### src/rtl/fc_pkg.sv
// Shared definitions for the fully-connected layer blocks: sequencer state
// encoding, default widths and the address-width helper.
package fc_pkg;

    typedef enum logic [3:0] {
        S_IDLE,
        S_FETCH,
        S_ISSUE,
        S_WAIT,
        S_B_FETCH,
        S_B_ISSUE,
        S_B_WAIT,
        S_WRITE,
        S_FIN
    } fc_state_t;

    localparam int SHIFT_DEFAULT        = 8;
    localparam int A_BITWIDTH_DEFAULT   = 8;
    localparam int OUT_BITWIDTH_DEFAULT = 20;

    // A dimension of 1 still needs a 1-bit address bus.
    function automatic int addr_w(input int n);
        return (n > 1) ? $clog2(n) : 1;
    endfunction

endpackage

### src/rtl/fc_requant.sv
// ReLU, arithmetic right shift and clamp to the positive range of a signed
// OUT_W-bit activation. Purely combinational so any layer can reuse it.
module fc_requant
    import fc_pkg::*;
#(
    parameter int IN_W  = OUT_BITWIDTH_DEFAULT,
    parameter int OUT_W = A_BITWIDTH_DEFAULT,
    parameter int SHIFT = SHIFT_DEFAULT
) (
    input  logic signed [IN_W-1:0]  acc,
    output logic        [OUT_W-1:0] y
);

    localparam logic [IN_W-1:0] Y_MAX = IN_W'((64'd1 << (OUT_W - 1)) - 64'd1);

    logic [IN_W-1:0] relu;
    logic [IN_W-1:0] shifted;

    // After ReLU the value is non-negative, so a logical shift is exact.
    always_comb begin
        relu    = acc[IN_W-1] ? '0 : acc;
        shifted = relu >> SHIFT;
        y       = (shifted > Y_MAX) ? Y_MAX[OUT_W-1:0] : shifted[OUT_W-1:0];
    end

endmodule

### src/rtl/fc_layer_sequencer.sv
// Drives one fully-connected layer through an external shared MAC: one MAC op
// per input/weight pair, one bias op per neuron, then ReLU/requant and a write.
module fc_layer_sequencer
    import fc_pkg::*;
#(
    parameter int IN_DIM       = 64,
    parameter int OUT_DIM      = 10,
    parameter int A_BITWIDTH   = A_BITWIDTH_DEFAULT,
    parameter int OUT_BITWIDTH = OUT_BITWIDTH_DEFAULT,
    parameter int C_BITWIDTH   = OUT_BITWIDTH - 1,
    parameter int SHIFT        = SHIFT_DEFAULT
) (
    input  logic                                  clk,
    input  logic                                  rstn,
    input  logic                                  start,
    output logic                                  busy,
    output logic                                  done,
    output logic                                  x_rd,
    output logic [addr_w(IN_DIM)-1:0]             x_addr,
    input  logic [A_BITWIDTH-1:0]                 x_data,
    output logic                                  w_rd,
    output logic [addr_w(IN_DIM*OUT_DIM)-1:0]     w_addr,
    input  logic [A_BITWIDTH-1:0]                 w_data,
    output logic                                  b_rd,
    output logic [addr_w(OUT_DIM)-1:0]            b_addr,
    input  logic [A_BITWIDTH-1:0]                 b_data,
    output logic                                  mac_en,
    output logic                                  mac_add,
    output logic [A_BITWIDTH-1:0]                 mac_a,
    output logic [A_BITWIDTH-1:0]                 mac_b,
    output logic [C_BITWIDTH-1:0]                 mac_c,
    input  logic                                  mac_done,
    input  logic [OUT_BITWIDTH-1:0]               mac_out,
    output logic                                  y_valid,
    output logic [addr_w(OUT_DIM)-1:0]            y_addr,
    output logic [A_BITWIDTH-1:0]                 y_data
);

    localparam int XA_W = addr_w(IN_DIM);
    localparam int WA_W = addr_w(IN_DIM * OUT_DIM);
    localparam int OA_W = addr_w(OUT_DIM);

    localparam logic [XA_W-1:0] I_LAST = XA_W'(IN_DIM - 1);
    localparam logic [OA_W-1:0] O_LAST = OA_W'(OUT_DIM - 1);

    localparam logic signed [OUT_BITWIDTH-1:0] C_MAX =
        OUT_BITWIDTH'((64'd1 << (C_BITWIDTH - 1)) - 64'd1);
    localparam logic signed [OUT_BITWIDTH-1:0] C_MIN = ~C_MAX;

    fc_state_t                       state_reg;
    logic [XA_W-1:0]                 i_reg;
    logic [OA_W-1:0]                 o_reg;
    logic [WA_W-1:0]                 w_idx_reg;
    logic signed [OUT_BITWIDTH-1:0]  acc_reg;
    logic                            busy_reg;
    logic                            done_reg;
    logic                            x_rd_reg;
    logic                            w_rd_reg;
    logic                            b_rd_reg;
    logic                            mac_en_reg;
    logic                            mac_add_reg;
    logic                            y_valid_reg;
    logic [A_BITWIDTH-1:0]           y_data_reg;
    logic [A_BITWIDTH-1:0]           requant_y;
    logic signed [C_BITWIDTH-1:0]    acc_sat;
    logic                            issue_x;
    logic                            issue_b;

    fc_requant #(
        .IN_W  (OUT_BITWIDTH),
        .OUT_W (A_BITWIDTH),
        .SHIFT (SHIFT)
    ) u_requant (
        .acc (mac_out),
        .y   (requant_y)
    );

    always_comb begin
        if (acc_reg > C_MAX) begin
            acc_sat = C_MAX[C_BITWIDTH-1:0];
        end else if (acc_reg < C_MIN) begin
            acc_sat = C_MIN[C_BITWIDTH-1:0];
        end else begin
            acc_sat = acc_reg[C_BITWIDTH-1:0];
        end
    end

    always_ff @(posedge clk or negedge rstn) begin
        if (!rstn) begin
            state_reg   <= S_IDLE;
            i_reg       <= '0;
            o_reg       <= '0;
            w_idx_reg   <= '0;
            acc_reg     <= '0;
            busy_reg    <= 1'b0;
            done_reg    <= 1'b0;
            x_rd_reg    <= 1'b0;
            w_rd_reg    <= 1'b0;
            b_rd_reg    <= 1'b0;
            mac_en_reg  <= 1'b0;
            mac_add_reg <= 1'b0;
            y_valid_reg <= 1'b0;
            y_data_reg  <= '0;
        end else begin
            x_rd_reg    <= 1'b0;
            w_rd_reg    <= 1'b0;
            b_rd_reg    <= 1'b0;
            mac_en_reg  <= 1'b0;
            done_reg    <= 1'b0;
            y_valid_reg <= 1'b0;
            case (state_reg)
                S_IDLE: begin
                    if (start) begin
                        state_reg <= S_FETCH;
                        busy_reg  <= 1'b1;
                        i_reg     <= '0;
                        o_reg     <= '0;
                        w_idx_reg <= '0;
                        acc_reg   <= '0;
                        x_rd_reg  <= 1'b1;
                        w_rd_reg  <= 1'b1;
                    end
                end
                S_FETCH: begin
                    state_reg  <= S_ISSUE;
                    mac_en_reg <= 1'b1;
                end
                S_ISSUE: state_reg <= S_WAIT;
                S_WAIT: begin
                    if (mac_done) begin
                        acc_reg <= mac_out;
                        if (i_reg != I_LAST) begin
                            i_reg     <= i_reg + XA_W'(1);
                            w_idx_reg <= w_idx_reg + WA_W'(1);
                            x_rd_reg  <= 1'b1;
                            w_rd_reg  <= 1'b1;
                            state_reg <= S_FETCH;
                        end else begin
                            b_rd_reg  <= 1'b1;
                            state_reg <= S_B_FETCH;
                        end
                    end
                end
                // mac_add stays high until the bias result returns.
                S_B_FETCH: begin
                    state_reg   <= S_B_ISSUE;
                    mac_en_reg  <= 1'b1;
                    mac_add_reg <= 1'b1;
                end
                S_B_ISSUE: state_reg <= S_B_WAIT;
                S_B_WAIT: begin
                    if (mac_done) begin
                        acc_reg     <= mac_out;
                        mac_add_reg <= 1'b0;
                        y_valid_reg <= 1'b1;
                        y_data_reg  <= requant_y;
                        state_reg   <= S_WRITE;
                    end
                end
                S_WRITE: begin
                    y_data_reg <= '0;
                    if (o_reg != O_LAST) begin
                        o_reg     <= o_reg + OA_W'(1);
                        i_reg     <= '0;
                        w_idx_reg <= w_idx_reg + WA_W'(1);
                        acc_reg   <= '0;
                        x_rd_reg  <= 1'b1;
                        w_rd_reg  <= 1'b1;
                        state_reg <= S_FETCH;
                    end else begin
                        done_reg  <= 1'b1;
                        state_reg <= S_FIN;
                    end
                end
                S_FIN: begin
                    busy_reg  <= 1'b0;
                    state_reg <= S_IDLE;
                end
                default: state_reg <= S_IDLE;
            endcase
        end
    end

    // Buffer data arrives during the issue cycle, so operands are muxed from it.
    assign issue_x = (state_reg == S_ISSUE);
    assign issue_b = (state_reg == S_B_ISSUE);

    assign mac_a   = issue_x ? x_data : (issue_b ? b_data : '0);
    assign mac_b   = issue_x ? w_data : '0;
    assign mac_c   = (issue_x || issue_b) ? acc_sat : '0;
    assign mac_en  = mac_en_reg;
    assign mac_add = mac_add_reg;

    assign busy    = busy_reg;
    assign done    = done_reg;
    assign x_rd    = x_rd_reg;
    assign w_rd    = w_rd_reg;
    assign b_rd    = b_rd_reg;
    assign x_addr  = i_reg;
    assign w_addr  = w_idx_reg;
    assign b_addr  = o_reg;
    assign y_valid = y_valid_reg;
    assign y_addr  = o_reg;
    assign y_data  = y_data_reg;

endmodule
### config.mk
export PLATFORM = sky130hd
export DESIGN_NAME = fc_layer_sequencer
export DESIGN_NICKNAME = d
export VERILOG_FILES = /design/src/rtl/fc_pkg.sv /design/src/rtl/fc_requant.sv /design/src/rtl/fc_layer_sequencer.sv
export SDC_FILE = /design/constraint.sdc
export NUM_CORES = 1
export LEC_CHECK = 0
export ABC_AREA = 1
export ABC_CLOCK_PERIOD_IN_PS = 2090
export CAP_MARGIN = 40
export CORE_MARGIN = 2
export CORE_UTILIZATION = 64
export CTS_BUF_LIST = sky130_fd_sc_hd__clkbuf_16
export CTS_CLUSTER_SIZE = 16
export DETAILED_ROUTE_END_ITERATION = 10
export DONT_BUFFER_PORTS = 1
export HOLD_SLACK_MARGIN = 0.1
export PLACE_DENSITY = 0.8
export SKIP_CTS_REPAIR_TIMING = 1
export SLEW_MARGIN = 40
export SYNTH_ARGS = -nofsm -noshare
export SYNTH_HDL_FRONTEND = slang
export SYNTH_SLANG_ARGS = --single-unit
### constraint.sdc
create_clock -name clk -period 2.09 [get_ports clk]
set_input_delay 0.418 -clock clk [delete_from_list [all_inputs] [get_ports clk]]
set_output_delay 0.418 -clock clk [all_outputs]
set_load 0.01 [all_outputs]
Word-level counts from Yosys, hierarchy flattened:

Cells that the tools add are included.

* add/sub/neg operators: 3
* $lt $le $gt $ge: 3
* equality and inequality tests: 16
* muxes and demuxes: 50
* reduce and logical (&&, ||, !) cells: 17

Operators with widths (count)
* $mux 19: 4
* $mux 20: 3
* $pmux 20 s3: 1
* $mux 10: 4
* $mux 8: 5
* $pmux 4 s8: 1
* $pmux 10 s3: 1
* $mux 4: 6
* $mux 6: 4
* $gt 20x19->1 const B: 1
* $lt 20x19->1 const B: 1
* $pmux 6 s3: 1
* $eq 4x3->1 const B: 4
* $pmux 8 s2: 1
* $mux 1: 14
* $gt 12x7->1 const B: 1
* $add 10x1->10 const B: 1
* $ne 2x2->1 const B: 5
* $eq 4x2->1 const B: 2
* $pmux 4 s2: 1
* $reduce_bool 2->1: 4
* $add 6x1->6 const B: 1
* $ne 6x6->1 const B: 1
* $reduce_and 2->1: 3
* other kinds (15): 19

* register bits: 59
* bits of input ports: 48
* output and inout bits: 75
* word-level logic and storage cells: 102

Logic depth before layout (Yosys ltp):

Gate-level depths: netlist (run 1).

* word-level depth: 5
* depth in mapped cells: 10
* depth with buffers taken out: 9

By module:

Synthesis (run 1) repeated with hierarchy kept, for this count alone.

* cells, all modules: 447
* area total of the unflattened synthesis: 3383.2 µm²

By module, submodules not included
* fc_layer_sequencer: instances 1, cells an instance 428, area each 3289.4 µm², seq. area each 1476.4 µm²
* fc_requant: instances 1, cells an instance 19, area each 93.8 µm², seq. area each 0.0 µm²

Least setup slack after synthesis (run 1):

OpenSTA, ideal clock, no wires.

* kind: flip-flop to output port
* start point: register state_reg[3]
* end point: output mac_c[10]
* arrival time: 1.345 ns
* required time: 1.672 ns
* slack: 0.327 ns
* cell stages (with the launch flop): 9
* path buffers: 1
* cells stage by stage: dfrtp_1 inv_1 nand2_1 nor3_4 nor2_2 nor2_4 buf_6 o21ai_0 inv_1

* longest elaborated chain between the ends: 3
* elaborated cells on any way between the ends: 4
* those cells by class: eq/ne: 2; mux: 1; reduce/logical: 1

Ends and longest elaborated chain
* start: declaration: RTL line fc_layer_sequencer.sv:50 `fc_state_t state_reg;`
* start signal: assignment: RTL line fc_layer_sequencer.sv:90 `state_reg <= S_IDLE;`
* start signal: assignment: RTL line fc_layer_sequencer.sv:114 `state_reg <= S_FETCH;`
* start signal: assignment: RTL line fc_layer_sequencer.sv:125 `state_reg <= S_ISSUE;`
* $eq 4x2->1 / $eq 4x3->1 (equally long branches): RTL line fc_layer_sequencer.sv:185, fc_layer_sequencer.sv:186
* $logic_or 1x1->1 *: RTL line fc_layer_sequencer.sv:190 `assign mac_c = (issue_x || issue_b) ? acc_sat : '0;`
* $mux 19 *: RTL line fc_layer_sequencer.sv:190
* end: declaration: RTL line fc_layer_sequencer.sv:31 `output logic [C_BITWIDTH-1:0] mac_c,`

Mark *: on every way between the ends. The rest lies on a longest branch, timed or not.

Final worst setup path (run 1):

* start point: register state_reg[3]
* end point: output mac_c[12]

The elaborated chain is that of the path after synthesis.

==> results of run 1 <==
## path summary, 6_finish.rpt
path / slack [ns] / startpoint / to / cells after the start
setup / recovery: -0.05 / state_reg[3]$_DFFE_PN0P_ / mac_c[12] / 8
setup reg to reg: 0.17 / state_reg[3]$_DFFE_PN0P_ / acc_reg[2]$_DFFE_PN0P_ / 7
hold reg to reg: 0.46 / acc_reg[12]$_DFFE_PN0P_ / acc_reg[12]$_DFFE_PN0P_ / 2
min in group asynchronous: 0.61 / rstn / w_addr[0]$_DFFE_PN0P_ / 2
hold / removal: 0.20 / mac_done / state_reg[2]$_DFFE_PN0P_ / 1
max in group asynchronous: 1.22 / rstn / acc_reg[12]$_DFFE_PN0P_ / 2
## cells in the final DEF (no fill, tap or decap), types with 2 or more instances in the layout
cell type and instances:
a21oi_1 5, a21oi_4 2, buf_4 10, bufinv_16 2, clkbuf_16 9, clkinv_2 3
dfrtp_1 59, ha_1 4, inv_1 74, inv_2 3, nand2_1 150, nand2_2 6
nand3_1 50, nand4_1 5, nor2_1 59, nor2_2 4, nor2_4 5, nor3_1 2
o21ai_0 29, o21ai_1 3, xor2_1 2
## through the flow
| stage | setup TNS, ns | setup WS, ns | hold slack, ns |
|---|---|---|---|
| 2_1_floorplan | 0 | 0.327 | 0.122 |
| 4_1_cts | -2.55 | -0.197 | -0.219 |
| 3_3_place_gp | 0 | 0.176 | 0.123 |
| 3_5_place_dp | 0 | 0.186 | 0.123 |
| 6_report | -0.404 | -0.0459 | 0.203 |
| 5_1_grt | -2.16 | -0.137 | 0.247 |
## cell usage after synthesis
cell / number
nor2_2: 4
clkinv_2: 1
nor2_4: 4
a21oi_1: 5
nand3b_1: 1
inv_1: 75
buf_2: 5
o22ai_1: 1
or2_2: 1
nand3_1: 50
nand3_2: 1
nand2_4: 1
o21ai_0: 32
buf_4: 9
nand4_1: 5
nor3b_1: 1
xor2_1: 2
a21oi_2: 1
a21oi_4: 1
clkbuf_1: 1
clkbuf_4: 1
nand2_1: 151
dfrtp_1: 59
nor3_4: 1
nor3_1: 2
buf_6: 2
a21o_1: 1
nor2_1: 60
inv_2: 2
ha_1: 4
xnor2_1: 1
nand2_2: 5
## cell families after synthesis
group / synth area share [%]
simple gates: 36.1
buf+inv: 12.2
flops: 42.9
compound gates: 6.51
fa+ha+maj: 1.45
xor+xnor: 0.764
## worst max-delay path: stages, from the launching register on
cell     delay, ns
dfrtp_1       0.42
inv_2         0.09
nand2_2       0.08
nor3_4        0.21
nor2_2        0.08
nor2_4        0.14
buf_12        0.15
o21ai_0       0.09
inv_1         0.12
## per-layer routing
metal | part of all wire [%] | wire, um
met1 | 40 | 3380
met2 | 49 | 4140
met5 | 0 | 0
met3 | 7.9 | 661
met4 | 2.7 | 228
## layout make-up
cell class / instances / area, sq um
tap: 70 / 87.6
sequential: 59 / 1480
inverter: 78 / 294
clock buffer: 9 / 225
multi-input combinational: 335 / 1560
fill: 409 / 1280
timing repair buffer: 13 / 133
clock inverter: 6 / 81.3
## power groups by stage
stage | clock network (W) | logic [W] | registers (W)
after floorplan | 0 | 0.00133 | 0.00157
after global placement | 0 | 0.00148 | 0.00160
after detailed placement | 0 | 0.00152 | 0.00161
after CTS | 0.00153 | 0.00154 | 0.00160
after global routing | 0.00158 | 0.00183 | 0.00163
final | 0.00153 | 0.00164 | 0.00160
==> report_table.html, run 1 <==
<table>
<tr><th>Metric</th><th>Value</th></tr>
<tr><th colspan="2">Global route</th></tr>
<tr><td>Global-route wire length before repair</td><td>between 10000 and 15000 um</td></tr>
<tr><td>Layer with the highest usage after global routing</td><td>met2</td></tr>
<tr><td>Largest net degree at the start of global routing</td><td>60</td></tr>
<tr><td>Fraction of met1 tracks used by global routing</td><td>34.8%</td></tr>
<tr><td>Tot GR Track Use</td><td>28.9%</td></tr>
<tr><td>Number of global-route vias before repair</td><td>2980</td></tr>
<tr><td>Global Route met3 Usage</td><td>around 6.4%</td></tr>
<tr><td>Initial antenna violation count</td><td>0</td></tr>
<tr><td>Global route overflow</td><td>0</td></tr>
<tr><td>Global Route met2 Usage</td><td>49.3%</td></tr>
<tr><th colspan="2">Min path</th></tr>
<tr><td>Hold/Removal Path Class</td><td>in2reg</td></tr>
<tr><th colspan="2">Finish</th></tr>
<tr><td>Flip-flop count of the largest register after layout</td><td>20</td></tr>
<tr><td>Area Overhead vs Synth</td><td>12.1%</td></tr>
<tr><td>Post-route insts no fill</td><td>570</td></tr>
<tr><td>Fin nets</td><td>548</td></tr>
<tr><td>Final cell utilization of the core</td><td>75.1%</td></tr>
<tr><td>Final instance area</td><td>3860 sq um</td></tr>
<tr><td>Ant diodes</td><td>0</td></tr>
<tr><td>Fraction of layout cells with a size suffix above 1</td><td>10.2%</td></tr>
<tr><th colspan="2">Worst setup path</th></tr>
<tr><td>Endpoint arrival time on the critical path</td><td>1.72 ns</td></tr>
<tr><td>Kind of end point of the critical path</td><td>output pin</td></tr>
<tr><td>Endpoint required time on the critical path</td><td>roughly 1.7 ns</td></tr>
<tr><td>Worst Path Max Fanout</td><td>17</td></tr>
<tr><td>Critical path type</td><td>reg2out</td></tr>
<tr><td>Startpoint types</td><td>register</td></tr>
<tr><th colspan="2">Routing</th></tr>
<tr><td>Number of DRC violations after detailed-routing iteration 0</td><td>183</td></tr>
<tr><td>Total number of vias</td><td>3111</td></tr>
<tr><td>DRC Markers</td><td>0</td></tr>
<tr><td>First-pass iteration count of the detailed router</td><td>5</td></tr>
<tr><td>Wire per inst</td><td>14.8 um</td></tr>
<tr><td>Number of vias per cell</td><td>5.46</td></tr>
<tr><td>Number of nets with antenna violations after routing</td><td>0</td></tr>
<tr><td>Routed WL</td><td>8410 um</td></tr>
<tr><th colspan="2">Power</th></tr>
<tr><td>Fraction of power consumed by the clock network</td><td>32.1%</td></tr>
<tr><td>Internal portion of total power</td><td>0.00286 W</td></tr>
<tr><td>Worst-case vdd ir drop</td><td>814 uV</td></tr>
<tr><td>Power density over the cells</td><td>1240 nW/um^2</td></tr>
<tr><td>Combinational cell fraction of total power</td><td>around 34%</td></tr>
<tr><td>Switching Share</td><td>about two fifths</td></tr>
<tr><td>Portion of total power attributed to sequential cells</td><td>33.6%</td></tr>
<tr><td>Sw power</td><td>approximately 0.0019 W</td></tr>
<tr><td>Leakage</td><td>2.24 nW</td></tr>
<tr><td>Power, Total</td><td>0.00477 W</td></tr>
<tr><th colspan="2">Flow run</th></tr>
<tr><td>Max Cap Viol</td><td>0</td></tr>
<tr><th colspan="2">Timing</th></tr>
<tr><td>Post-route clock skew</td><td>0.00790 ns</td></tr>
<tr><td>Count of endpoints failing setup in the final report</td><td>17</td></tr>
<tr><td>Worst setup slack after layout</td><td>-0.0459 ns</td></tr>
<tr><td>Worst slew slack as a fraction of its limit</td><td>about 63%</td></tr>
<tr><td>Setup repair after global routing missed its margin</td><td>yes</td></tr>
<tr><td>Time the worst path needs with I/O delays and setup</td><td>2.14 ns</td></tr>
<tr><td>Hold Violations, Final</td><td>0</td></tr>
<tr><td>Max Fclk</td><td>approximately 470 MHz</td></tr>
<tr><td>Share of the clock period used by the worst path after layout</td><td>102%</td></tr>
<tr><td>Worst-margin pin slew</td><td>0.556 ns</td></tr>
<tr><td>Number of pins with negative max-slew slack in the final report</td><td>0</td></tr>
<tr><th colspan="2">Status</th></tr>
<tr><td>Outcome</td><td>finished with violations</td></tr>
<tr><td>Failing checks</td><td>negative setup slack</td></tr>
<tr><th colspan="2">Placed design</th></tr>
<tr><td>Last weighted congestion value of the routability-driven placer</td><td>just under 0.9</td></tr>
<tr><td># port buffers</td><td>0</td></tr>
<tr><td>Area of placed instances</td><td>approximately 3500 sq um</td></tr>
<tr><td>Placed cell count</td><td>550</td></tr>
<tr><td>Final HPWL from detailed placement</td><td>5700 um</td></tr>
<tr><th colspan="2">Clocking</th></tr>
<tr><td>CTS clk-pin slew, worst paths</td><td>0.05 ns</td></tr>
<tr><td>CTS tree</td><td>yes</td></tr>
<tr><td>CTS H-tree lvls</td><td>3</td></tr>
<tr><td>Root buf cell</td><td>clkbuf_16</td></tr>
<tr><td>CTS Buffer Depth</td><td>2</td></tr>
<tr><td>TritonCTS Buffers</td><td>9</td></tr>
<tr><td>Insertion delay to the later sink of the worst-skew pair</td><td>0.33 ns</td></tr>
<tr><td>Number of clock sinks seen by CTS</td><td>59</td></tr>
<tr><th colspan="2">Synthesis</th></tr>
<tr><td>Post-synth top area share</td><td>42.9%</td></tr>
<tr><td>Largest area contributor in the synthesized netlist</td><td>dfrtp_1</td></tr>
<tr><td>Post-synthesis cell area</td><td>3440 sq um</td></tr>
<tr><td>Nets in the synthesized netlist</td><td>542</td></tr>
<tr><td>Synthesized area per cell</td><td>7.02 sq um</td></tr>
<tr><td>Synthesis warning total</td><td>0</td></tr>
<tr><td>Number of distinct standard cells referenced by the synthesized netlist</td><td>32</td></tr>
<tr><td>Cell count after synthesis</td><td>between 400 and 500</td></tr>
<tr><td>Dominant cells by area after synthesis</td><td>dfrtp_1, nand2_1, inv_1</td></tr>
<tr><td>Yosys reg bits</td><td>59</td></tr>
<tr><td>Share of synthesized area occupied by flip-flops and latches</td><td>42.9%</td></tr>
<tr><th colspan="2">Die</th></tr>
<tr><td>Site Rows</td><td>26</td></tr>
<tr><td>Vertical extent of the die</td><td>77.3 um</td></tr>
<tr><td>Initial standard-cell utilization of the core</td><td>66.9%</td></tr>
<tr><td>Core area</td><td>just over 5000 sq um</td></tr>
<tr><td>I/O Pins</td><td>123</td></tr>
<tr><td>Total die area</td><td>5980 sq um</td></tr>
<tr><td>Die extent in x</td><td>77.3 um</td></tr>
</table>
(Power assumes the default switching activity.)
==> run 2, diff against run 1 <==
- ABC_AREA: 1 -> default
- CORE_UTILIZATION: 64 -> 63
- PLACE_DENSITY: 0.8 -> 0.79
==> report_table.html, run 2 <==
<table>
<tr><th>Metric</th><th>Value</th></tr>
<tr><th colspan="2">Synthesis</th></tr>
<tr><td>Compound-Gate Fraction of Synth Area</td><td>22.6% (was 6.51%)</td></tr>
<tr><td>Adder-cell area share of the yosys netlist</td><td>1.63% (was 1.45%)</td></tr>
<tr><td>Yosys reg bits</td><td>59 (unchanged)</td></tr>
<tr><td>Proportion of register bits with asynchronous set or reset after synthesis</td><td>100% (unchanged)</td></tr>
<tr><td>Prevailing post-synth register cell</td><td>dfrtp_1 (unchanged)</td></tr>
<tr><td>Dominant combinational cell family by area after synthesis</td><td>compound AO/OA/AOI/OAI gates (was simple AND/OR/NAND/NOR gates)</td></tr>
<tr><td>Share of synthesized area occupied by flip-flops and latches</td><td>48.1% (was 42.9%)</td></tr>
<tr><td>Post-synthesis cell area</td><td>3070 sq um (was 3440 sq um)</td></tr>
<tr><td>Synth top cells by count</td><td>dfrtp_1, a22o_1, nand2_1 (was nand2_1, inv_1, nor2_1)</td></tr>
<tr><td>Post-synth top area share</td><td>48.1% (was 42.9%)</td></tr>
<tr><td>Dominant cells by area after synthesis</td><td>dfrtp_1, a22o_1, o21a_1 (was dfrtp_1, nand2_1, inv_1)</td></tr>
<tr><td>Count of flip-flops with a built-in enable after synthesis</td><td>0 (unchanged)</td></tr>
<tr><td>Synthesized area per cell</td><td>10.1 sq um (was 7.02 sq um)</td></tr>
<tr><td>Cell count after synthesis</td><td>304 (was 490)</td></tr>
<tr><td>Most repeated cell in the gate-level netlist after synthesis</td><td>dfrtp_1 (was nand2_1)</td></tr>
<tr><td>Largest area contributor in the synthesized netlist</td><td>dfrtp_1 (unchanged)</td></tr>
<tr><td>Nets in the synthesized netlist</td><td>356 (was 542)</td></tr>
<tr><td>Number of distinct standard cells referenced by the synthesized netlist</td><td>49 (was 32)</td></tr>
<tr><td>Proportion of synthesized area in mux cells</td><td>2.61% (was 0%)</td></tr>
<tr><td>Synthesis warning total</td><td>0 (unchanged)</td></tr>
<tr><td>Parity-gate share of the synthesized area counting xor and xnor cells</td><td>1.14% (was 0.764%)</td></tr>
<tr><td>Simple logic cell fraction of the synthesized area</td><td>18.0% (was 36.1%)</td></tr>
<tr><th colspan="2">Die</th></tr>
<tr><td>Total die area</td><td>5450 sq um (was 5980 sq um)</td></tr>
<tr><td>Core area</td><td>4720 sq um (was 5140 sq um)</td></tr>
<tr><td>Vertical extent of the die</td><td>73.8 um (was 77.3 um)</td></tr>
<tr><td>Die extent in x</td><td>73.8 um (was 77.3 um)</td></tr>
<tr><td>Site Rows</td><td>25 (was 26)</td></tr>
<tr><td>Initial standard-cell utilization of the core</td><td>65.0% (was 66.9%)</td></tr>
<tr><td>I/O Pins</td><td>123 (unchanged)</td></tr>
<tr><th colspan="2">Timing</th></tr>
<tr><td>Setup repair after global routing missed its margin</td><td>yes (unchanged)</td></tr>
<tr><td>Post-route setup TNS</td><td>-2.18 ns (was -0.404 ns)</td></tr>
<tr><td>Post-route clock skew</td><td>0.00453 ns (was 0.00790 ns)</td></tr>
<tr><td>Worst-margin pin slew</td><td>0.495 ns (was 0.556 ns)</td></tr>
<tr><td>Max Fclk</td><td>448 MHz (was 468 MHz)</td></tr>
<tr><td>Share of the clock period used by the worst path after layout</td><td>107% (was 102%)</td></tr>
<tr><td>Worst setup slack after layout</td><td>-0.141 ns (was -0.0459 ns)</td></tr>
<tr><td>Time the worst path needs with I/O delays and setup</td><td>2.23 ns (was 2.14 ns)</td></tr>
<tr><td>Worst slew slack as a fraction of its limit</td><td>67.0% (was 62.9%)</td></tr>
<tr><td>Number of pins with negative max-slew slack in the final report</td><td>0 (unchanged)</td></tr>
<tr><td>Hold Violations, Final</td><td>0 (unchanged)</td></tr>
<tr><td>Count of endpoints failing setup in the final report</td><td>18 (was 17)</td></tr>
<tr><th colspan="2">Worst setup path</th></tr>
<tr><td>Master of the slowest instance on the critical path</td><td>dfrtp_2 (was dfrtp_1)</td></tr>
<tr><td>Kind of end point of the critical path</td><td>output pin (unchanged)</td></tr>
<tr><td>Critical path type</td><td>reg2out (unchanged)</td></tr>
<tr><td>Gate family responsible for the most delay along the worst path</td><td>compound AO/OA/AOI/OAI gates (was simple AND/OR/NAND/NOR gates)</td></tr>
<tr><td>Bufs and invs on worst path</td><td>1 (was 3)</td></tr>
<tr><td>Endpoint required time on the critical path</td><td>1.67 ns (about the same)</td></tr>
<tr><td>Worst Path Max Fanout</td><td>8 (was 17)</td></tr>
<tr><td>Cell Chain, Critical Path</td><td>nand3b_1 &gt; a221oi_4 &gt; buf_6 &gt; o21a_1 (was inv_2 &gt; nand2_2 &gt; nor3_4 &gt; nor2_2 &gt; nor2_4 &gt; buf_12 &gt; o21ai_0 &gt; inv_1)</td></tr>
<tr><td>Endpoint arrival time on the critical path</td><td>1.81 ns (was 1.72 ns)</td></tr>
<tr><td>Stage delay of the slowest cell on the critical path</td><td>0.45 ns (was 0.42 ns)</td></tr>
<tr><td>Startpoint types</td><td>register (unchanged)</td></tr>
<tr><th colspan="2">Routing</th></tr>
<tr><td>Number of nets with antenna violations after routing</td><td>0 (unchanged)</td></tr>
<tr><td>Total number of vias</td><td>2459 (was 3111)</td></tr>
<tr><td>Number of vias per cell</td><td>6.29 (was 5.46)</td></tr>
<tr><td>Number of DRC violations after detailed-routing iteration 0</td><td>132 (was 183)</td></tr>
<tr><td>First-pass iteration count of the detailed router</td><td>4 (was 5)</td></tr>
<tr><td>DRC Markers</td><td>0 (unchanged)</td></tr>
<tr><td>Routed WL</td><td>7500 um (was 8410 um)</td></tr>
<tr><td>Wire per inst</td><td>19.2 um (was 14.8 um)</td></tr>
<tr><th colspan="2">Finish</th></tr>
<tr><td>Fraction of layout cells with a size suffix above 1</td><td>17.6% (was 10.2%)</td></tr>
<tr><td>Flip-flop count of the largest register after layout</td><td>20 (unchanged)</td></tr>
<tr><td>Most common cell after layout, fill and taps aside</td><td>dfrtp_1 (was nand2_1)</td></tr>
<tr><td>Area Overhead vs Synth</td><td>16.2% (was 12.1%)</td></tr>
<tr><td>Most frequent cells in the layout</td><td>dfrtp_1, a22o_1, nand2_1 (was nand2_1, inv_1, nor2_1, dfrtp_1, nand3_1)</td></tr>
<tr><td>Ant diodes</td><td>0 (unchanged)</td></tr>
<tr><td>Fin nets</td><td>371 (was 548)</td></tr>
<tr><td>Post-route insts no fill</td><td>391 (was 570)</td></tr>
<tr><th colspan="2">Power</th></tr>
<tr><td>Worst-case vdd ir drop</td><td>744 uV (was 814 uV)</td></tr>
<tr><td>Leakage</td><td>1.63 nW (was 2.24 nW)</td></tr>
<tr><td>Power density over the cells</td><td>1480 nW/um^2 (was 1240 nW/um^2)</td></tr>
<tr><th colspan="2">Clocking</th></tr>
<tr><td>CTS H-tree lvls</td><td>3 (unchanged)</td></tr>
<tr><td>Root buf cell</td><td>clkbuf_16 (unchanged)</td></tr>
<tr><td>TritonCTS Buffers</td><td>9 (unchanged)</td></tr>
<tr><td>CTS clk-pin slew, worst paths</td><td>0.05 ns (about the same)</td></tr>
<tr><td>Insertion delay to the later sink of the worst-skew pair</td><td>0.32 ns (was 0.33 ns)</td></tr>
<tr><td>CTS tree</td><td>yes (unchanged)</td></tr>
<tr><td>CTS Buffer Depth</td><td>2 (unchanged)</td></tr>
<tr><td>Number of clock sinks seen by CTS</td><td>59 (unchanged)</td></tr>
<tr><th colspan="2">Global route</th></tr>
<tr><td>Number of global-route vias before repair</td><td>2216 (was 2980)</td></tr>
<tr><td>Tot GR Track Use</td><td>25.2% (was 28.9%)</td></tr>
<tr><td>Largest net degree at the start of global routing</td><td>60 (unchanged)</td></tr>
<tr><td>Global route overflow</td><td>0 (unchanged)</td></tr>
<tr><td>Global-route wire length before repair</td><td>10400 um (was 13600 um)</td></tr>
<tr><td>Initial antenna violation count</td><td>0 (unchanged)</td></tr>
<tr><th colspan="2">Flow run</th></tr>
<tr><td>Max Cap Viol</td><td>0 (unchanged)</td></tr>
<tr><th colspan="2">Placed design</th></tr>
<tr><td>Last weighted congestion value of the routability-driven placer</td><td>0.916 (was 0.891)</td></tr>
<tr><td>Placed cell count</td><td>368 (was 550)</td></tr>
<tr><td>Final HPWL from detailed placement</td><td>4930 um (was 5700 um)</td></tr>
<tr><td># port buffers</td><td>0 (unchanged)</td></tr>
<tr><th colspan="2">Min path</th></tr>
<tr><td>Hold/Removal Path Class</td><td>in2reg (unchanged)</td></tr>
<tr><th colspan="2">Status</th></tr>
<tr><td>Outcome</td><td>finished with violations (unchanged)</td></tr>
<tr><td>Failing checks</td><td>negative setup slack (unchanged)</td></tr>
</table>
-- run 2: cell types whose count changed in the layout (fill, tap and decap cells not counted), moves of 14 or more --
| cell | previous run | this run |
|---|---|---|
| nand2_1 | 150 | 25 |
| inv_1 | 74 | 11 |
| nor2_1 | 59 | 13 |
| nand3_1 | 50 | 13 |
| a22o_1 | 0 | 33 |
| o21ai_0 | 29 | 11 |
| o21a_1 | 0 | 17 |
| buf_4 | 10 | 24 |
-- run 2: cell families after synthesis --
logic type,count (synthesis)
buffers and inverters,35
DFF,59
AOI/OAI and AO/OA,91
adders and majority gates,4
and+or+nand+nor,103
xor gates and xnor gates,4
muxes,8
-- run 2: final timing paths --
path	from	end	slack (ns)	cells after the start
worst max-delay path	state_reg[1]$_DFFE_PN0P_	mac_c[15]	-0.14	4
worst min-delay path	mac_done	state_reg[2]$_DFFE_PN0P_	0.19	1
worst max register to register	state_reg[0]$_DFFE_PN0P_	acc_reg[4]$_DFFE_PN0P_	0.06	6
worst min register to register	acc_reg[2]$_DFFE_PN0P_	acc_reg[2]$_DFFE_PN0P_	0.50	1
max in group asynchronous	rstn	state_reg[2]$_DFFE_PN0P_	1.19	2
min in group asynchronous	rstn	x_addr[5]$_DFFE_PN0P_	0.64	2
-- run 2: per-stage QoR --
stage / hold slack, ns / cell area (sq um) / total power (W) / worst slack (ns) / utilization, %
after floorplan: 0.122 / 3070 / 0.00344 / 0.0225 / -
after global placement: 0.124 / 3180 / 0.00371 / 0.162 / 67.4
after detailed placement: 0.123 / 3180 / 0.00379 / 0.0976 / 67.4
after CTS: -0.215 / 3440 / 0.00504 / -0.189 / 72.8
after global routing: 0.180 / 3570 / 0.00558 / -0.197 / 75.5
final: 0.195 / 3570 / 0.00527 / -0.141 / 75.5
-- run 2: metal layers --
layer,up-vias,GRT usage (%),wire length (um)
li1,1144,-,-
met1,1224,31.3,3060
met2,80,39.1,3780
met3,11,8.23,554
met4,0,13.3,107
met5,-,0,0
-- run 2: area by class of cell --
class	count	area (sq um)
Multi-Input combinational cell	210	1450
Sequential cell	59	1480
Clock inverter	7	28.8
Inverter	9	33.8
Clock buffer	9	225
Fill cell	321	1160
Timing Repair Buffer	30	263
Tap cell	67	83.8
-- run 2: power by group --
part / leakage [nW] / internal, W / switching [W]
Combinational: 0.728 / 0.000949 / 0.00119
Clock: 0.138 / 0.000772 / 0.000460
Sequential: 0.767 / 0.00152 / 0.000387
==> RTL change 1 (flow settings as in run 2) <==
Add an input register stage for `start`, `x_data`, `w_data`, `b_data`, `mac_done` and `mac_out`, with the module's reset; this delays them by one clock.
--- a/src/rtl/fc_layer_sequencer.sv
+++ b/src/rtl/fc_layer_sequencer.sv
@@ -47,6 +47,31 @@
         OUT_BITWIDTH'((64'd1 << (C_BITWIDTH - 1)) - 64'd1);
     localparam logic signed [OUT_BITWIDTH-1:0] C_MIN = ~C_MAX;
 
+    logic start_q;
+    logic [A_BITWIDTH-1:0] x_data_q;
+    logic [A_BITWIDTH-1:0] w_data_q;
+    logic [A_BITWIDTH-1:0] b_data_q;
+    logic mac_done_q;
+    logic [OUT_BITWIDTH-1:0] mac_out_q;
+
+    always_ff @(posedge clk or negedge rstn) begin
+        if (!rstn) begin
+            start_q    <= '0;
+            x_data_q   <= '0;
+            w_data_q   <= '0;
+            b_data_q   <= '0;
+            mac_done_q <= '0;
+            mac_out_q  <= '0;
+        end else begin
+            start_q    <= start;
+            x_data_q   <= x_data;
+            w_data_q   <= w_data;
+            b_data_q   <= b_data;
+            mac_done_q <= mac_done;
+            mac_out_q  <= mac_out;
+        end
+    end
+
     fc_state_t                       state_reg;
     logic [XA_W-1:0]                 i_reg;
     logic [OA_W-1:0]                 o_reg;
@@ -71,7 +96,7 @@
         .OUT_W (A_BITWIDTH),
         .SHIFT (SHIFT)
     ) u_requant (
-        .acc (mac_out),
+        .acc (mac_out_q),
         .y   (requant_y)
     );
 
@@ -110,7 +135,7 @@
             y_valid_reg <= 1'b0;
             case (state_reg)
                 S_IDLE: begin
-                    if (start) begin
+                    if (start_q) begin
                         state_reg <= S_FETCH;
                         busy_reg  <= 1'b1;
                         i_reg     <= '0;
@@ -127,8 +152,8 @@
                 end
                 S_ISSUE: state_reg <= S_WAIT;
                 S_WAIT: begin
-                    if (mac_done) begin
-                        acc_reg <= mac_out;
+                    if (mac_done_q) begin
+                        acc_reg <= mac_out_q;
                         if (i_reg != I_LAST) begin
                             i_reg     <= i_reg + XA_W'(1);
                             w_idx_reg <= w_idx_reg + WA_W'(1);
@@ -149,8 +174,8 @@
                 end
                 S_B_ISSUE: state_reg <= S_B_WAIT;
                 S_B_WAIT: begin
-                    if (mac_done) begin
-                        acc_reg     <= mac_out;
+                    if (mac_done_q) begin
+                        acc_reg     <= mac_out_q;
                         mac_add_reg <= 1'b0;
                         y_valid_reg <= 1'b1;
                         y_data_reg  <= requant_y;
@@ -185,8 +210,8 @@
     assign issue_x = (state_reg == S_ISSUE);
     assign issue_b = (state_reg == S_B_ISSUE);
 
-    assign mac_a   = issue_x ? x_data : (issue_b ? b_data : '0);
-    assign mac_b   = issue_x ? w_data : '0;
+    assign mac_a   = issue_x ? x_data_q : (issue_b ? b_data_q : '0);
+    assign mac_b   = issue_x ? w_data_q : '0;
     assign mac_c   = (issue_x || issue_b) ? acc_sat : '0;
     assign mac_en  = mac_en_reg;
     assign mac_add = mac_add_reg;
Check against the original RTL: not equivalent (a bounded check fails within 4 cycles, from zero or initial values and one cycle with rstn low).
==> RTL change 1 against run 2 <==
- the run ends with hold timing, setup timing left
- die area up 37%
- design area up 48%
- global-route usage down 1.9 points
- sequential share of layout area up 8.5 points
- worst setup slack worse by 0.044 ns
- synthesized area up 39%
- power up 23%
- fmax down 1.9%
- wire length up 21%
- non-clock buffer count up 42
- final cell count up 25%
- sequential cell count up 46
- sequential power up 38%
- critical path type unchanged
- highest routed layer unchanged
==> RTL change 1: results <==
group,metric,value,unit
min_path,hold_class,"in -> async",
clock_network,clk_pin_slew,0.07,ns
placed_design,routabilityCongestion,0.823,
routing,post_drt_wl_per_cell,18.5,um
logic_synthesis,ys_types,51,
placed_design,port-buffer-count,0,
clock_network,root_buffer,"clkbuf_16",
logic_synthesis,ys.flop_type,"dfrtp_1",
grt,grt_pass1_wl,13400,um
clock_network,numCtsBuffers,9,
power,power_leakage,2.42,nW
final_layout,fillers,395,
worst_setup_path,crit_path_max_fanout,18,
worst_setup_path,timing.rr.end,"acc_reg[15]",
timing,setup_viol,25,
clock_network,worstSkewPairLatency,0.34,ns
placed_design,place_ws,0.108,ns
logic_synthesis,yosys-top-cells-area,"dfrtp_1 62%, a22o_1 7.0%, o21a_1 3.2%",
grt,grt.total_usage,23.3,%
grt,grt_max_degree,106,
routing,drt_iter0_markers,168,
routing,viasPerCell,5.97,
final_layout,antenna-diode-count,0,
grt,antenna_found_initial,0,
logic_synthesis,synth-async-reset-ratio,100,%
routing,firstDrtPassIters,4,
outcome,violations,"hold timing, setup timing",
power,ir_drop,0.846,mV
timing,setup_slack,-0.185,ns
logic_synthesis,ys_seq_area_share,61.5,%
outcome,status,"complete, but fails checks",
timing,finClkSkew,0.00615,ns
clock_network,clk_path_buf_depth,2,
timing,hold_viol_final,105,
timing,slew_headroom,66.8,%
grt,grt_pass1_vias,2739,
placed_design,hpwlAfterDp,5650,um
clock_network,htreeDepth,3,
worst_setup_path,cp.arrival,1.86,ns
timing,whs,-0.235,ns
logic_synthesis,synth.net_count,398,
logic_synthesis,yosys-top-cells-count,"105 x dfrtp_1, 34 x a22o_1, 27 x nand2_1, 18 x o21a_1, 16 x nor2_1",
logic_synthesis,ys_warn_count,0,
worst_setup_path,ff2ff_path_depth,6,
final_layout,finalNetCount,457,
final_layout,drive_gt1_share,13.9,%
worst_setup_path,reg2reg_from,"state_reg[2]",
## RTL change 1: cell types whose count changed in the layout (fill, tap and decap cells not counted), sizes merged, moves of 3 or more
cell         change
dfrtp           +46
dlygate4sd3     +45
a21o             +3
a21oi            -3
buf              -3
bufinv           +3
clkinv           -3
or3              +3
## RTL change 1: layer usage
metal	share of wire (%)	track usage [%]
met1	42	30.0
met2	51	37.3
met3	6.1	7.43
met4	1.6	8.95
met5	0	0
## RTL change 1: worst max path at each step
stage | startpoint | endpoint | slack, ns | cells after the start
after floorplan | state_reg[0] | mac_c[10] | 0.12 | 4
after global placement | state_reg[2] | acc_reg[18] | 0.17 | 6
after detailed placement | state_reg[2] | acc_reg[4] | 0.11 | 6
after CTS | state_reg[1] | mac_c[12] | -0.25 | 4
after global routing | state_reg[2] | mac_c[12] | -0.26 | 4
final | state_reg[2] | mac_c[12] | -0.19 | 4
## RTL change 1: worst max-delay path, cell delays in order (launching register included)
cell      delay [ns]
dfrtp_2         0.46
or3b_4          0.41
a221oi_4        0.27
buf_12          0.18
o21a_1          0.19
## RTL change 1: logic make-up after synthesis
family                     count (synthesis)  share of synthesized area (%)
AOI/OAI and AO/OA                         91                           17.5
xor gates and xnor gates                   3                          0.616
adders and majority gates                  4                           1.17
buffers and inverters                     32                           4.22
DFF                                      105                           61.5
muxes                                      7                           1.67
and+or+nand+nor                          104                           13.3
## RTL change 1: layout make-up
cell class | count | area [um2] | share of cell area, %
clock buffer | 9 | 225 | 4.28
clock inverter | 7 | 124 | 2.35
inverter | 8 | 30.0 | 0.571
multi-input combinational | 209 | 1480 | 28.2
sequential | 105 | 2630 | 50.0
tap | 80 | 100 | 1.90
timing repair buffer | 72 | 668 | 12.7
## RTL change 1: per-stage QoR
step	TNS (ns)	cells	instance area [um2]
CTS	-5.48	442	4770
finish	-3.23	490	5260
floorplan	0	346	4270
detailed placement	0	426	4420
global route	-4.79	490	5260
global placement	0	426	4420
## RTL change 1: power by group
part | switching (W) | total, W | internal, W
clock network | 0.000745 | 0.00193 | 0.00118
logic | 0.00104 | 0.00192 | 0.000882
registers | 0.000274 | 0.00262 | 0.00235
==> RTL change 2 (flow settings as in run 2) <==
Without the edit above. Change the package constant `A_BITWIDTH_DEFAULT` from 8 to 6.
--- a/src/rtl/fc_pkg.sv
+++ b/src/rtl/fc_pkg.sv
@@ -15,7 +15,7 @@
     } fc_state_t;
 
     localparam int SHIFT_DEFAULT        = 8;
-    localparam int A_BITWIDTH_DEFAULT   = 8;
+    localparam int A_BITWIDTH_DEFAULT   = 6;
     localparam int OUT_BITWIDTH_DEFAULT = 20;
 
     // A dimension of 1 still needs a 1-bit address bus.
Interface: changed (6 resized); port bits go from 123 to 111. The function was not compared with the original's and may differ.
==> RTL change 2 against run 2 <==
- design area is 3.8% lower
- synthesized area decreased by 0.90%
- non-clock buffer count decreased by 10
- combinational power shrank 4%
- sequential cell count is 2 lower
- highest routed layer unchanged
- count of clock-buffer cells in the layout stayed put
- power fell by 2.6%
- worst setup slack gained 0.17 ns
- wire length is 1.3% lower
- critical endpoint is now mac_c[0]
- worst hold slack better by 0.026 ns
==> RTL change 2: results <==
group,metric,value,unit
power,swShare,40.6,%
worst_setup_path,crit_path_max_fanout,14,
logic_synthesis,yosys-top-cells-area,"dfrtp_1 47%, a22o_1 7.5%, nand2_1 5.7%",
routing,wirelength,7410,um
worst_setup_path,cp_top_family,"flip-flops",
routing,drt_iter0_markers,158,
grt,grt_pass1_wl,10900,um
placed_design,routabilityCongestion,0.890,
timing,finClkSkew,0.00878,ns
worst_setup_path,ff2ff_path_depth,4,
grt,grt_util_met1,33.3,%
routing,wl_met3,536,um
worst_setup_path,cp.arrival,1.65,ns
timing,worst_slew_pin_slew,0.650,ns
logic_synthesis,synth.net_count,378,
grt,grt_use_met3,7.96,%
final_layout,drive_gt1_share,12.9,%
power,power_leakage,1.54,nW
placed_design,hpwlAfterDp,4960,um
worst_setup_path,endpoint,"mac_c[0]",
grt,grt_pass1_vias,2276,
grt,globalRouteMet2Util,42.8,%
final_layout,stdcell_count,394,
routing,wl_met2,3610,um
logic_synthesis,synth.area.mux_share,3.29,%
floorplanning,die_area,5400,um2
logic_synthesis,synth-compound-area-share,22.8,%
timing,whs,0.221,ns
routing,viasPerCell,6.47,
worst_setup_path,reg2reg_slack,0.16,ns
routing,m1WireLength,3120,um
outcome,status,"finished, final reports clean",
logic_synthesis,ys_seq_area_share,46.9,%
power,ir_drop,0.784,mV
logic_synthesis,synth_adder_area_share,1.65,%
logic_synthesis,ys_types,45,
grt,grt_max_degree,58,
placed_design,place_ws,0.0232,ns
worst_setup_path,critPathMaxStageDelay,0.50,ns
[RTL change 2: cell types whose count changed in the layout (fill, tap and decap cells not counted), sizes merged, moves of 3 or more]
cell / delta
a21oi: +18
or3: +3
inv: -3
o21ai: +24
xnor2: -3
a22o: -7
and2: -3
nand2: +20
buf: -10
nor2: +10
nand3: -5
o21a: -18
[RTL change 2: power groups by stage]
stage / sequential (W) / combinational [W] / clock, W
detailed placement: 0.00187 / 0.00195 / 0
CTS: 0.00185 / 0.00197 / 0.00123
global route: 0.00192 / 0.00226 / 0.00127
global placement: 0.00184 / 0.00187 / 0
finish: 0.00187 / 0.00205 / 0.00122
floorplan: 0.00178 / 0.00163 / 0
[RTL change 2: cell type report]
cell class / instances / area (um2)
sequential: 57 / 1430
clock inverter: 5 / 18.8
tap: 54 / 67.6
clock buffer: 9 / 225
fill: 357 / 1260
inverter: 7 / 26.3
timing repair buffer: 20 / 173
multi-input combinational: 242 / 1490
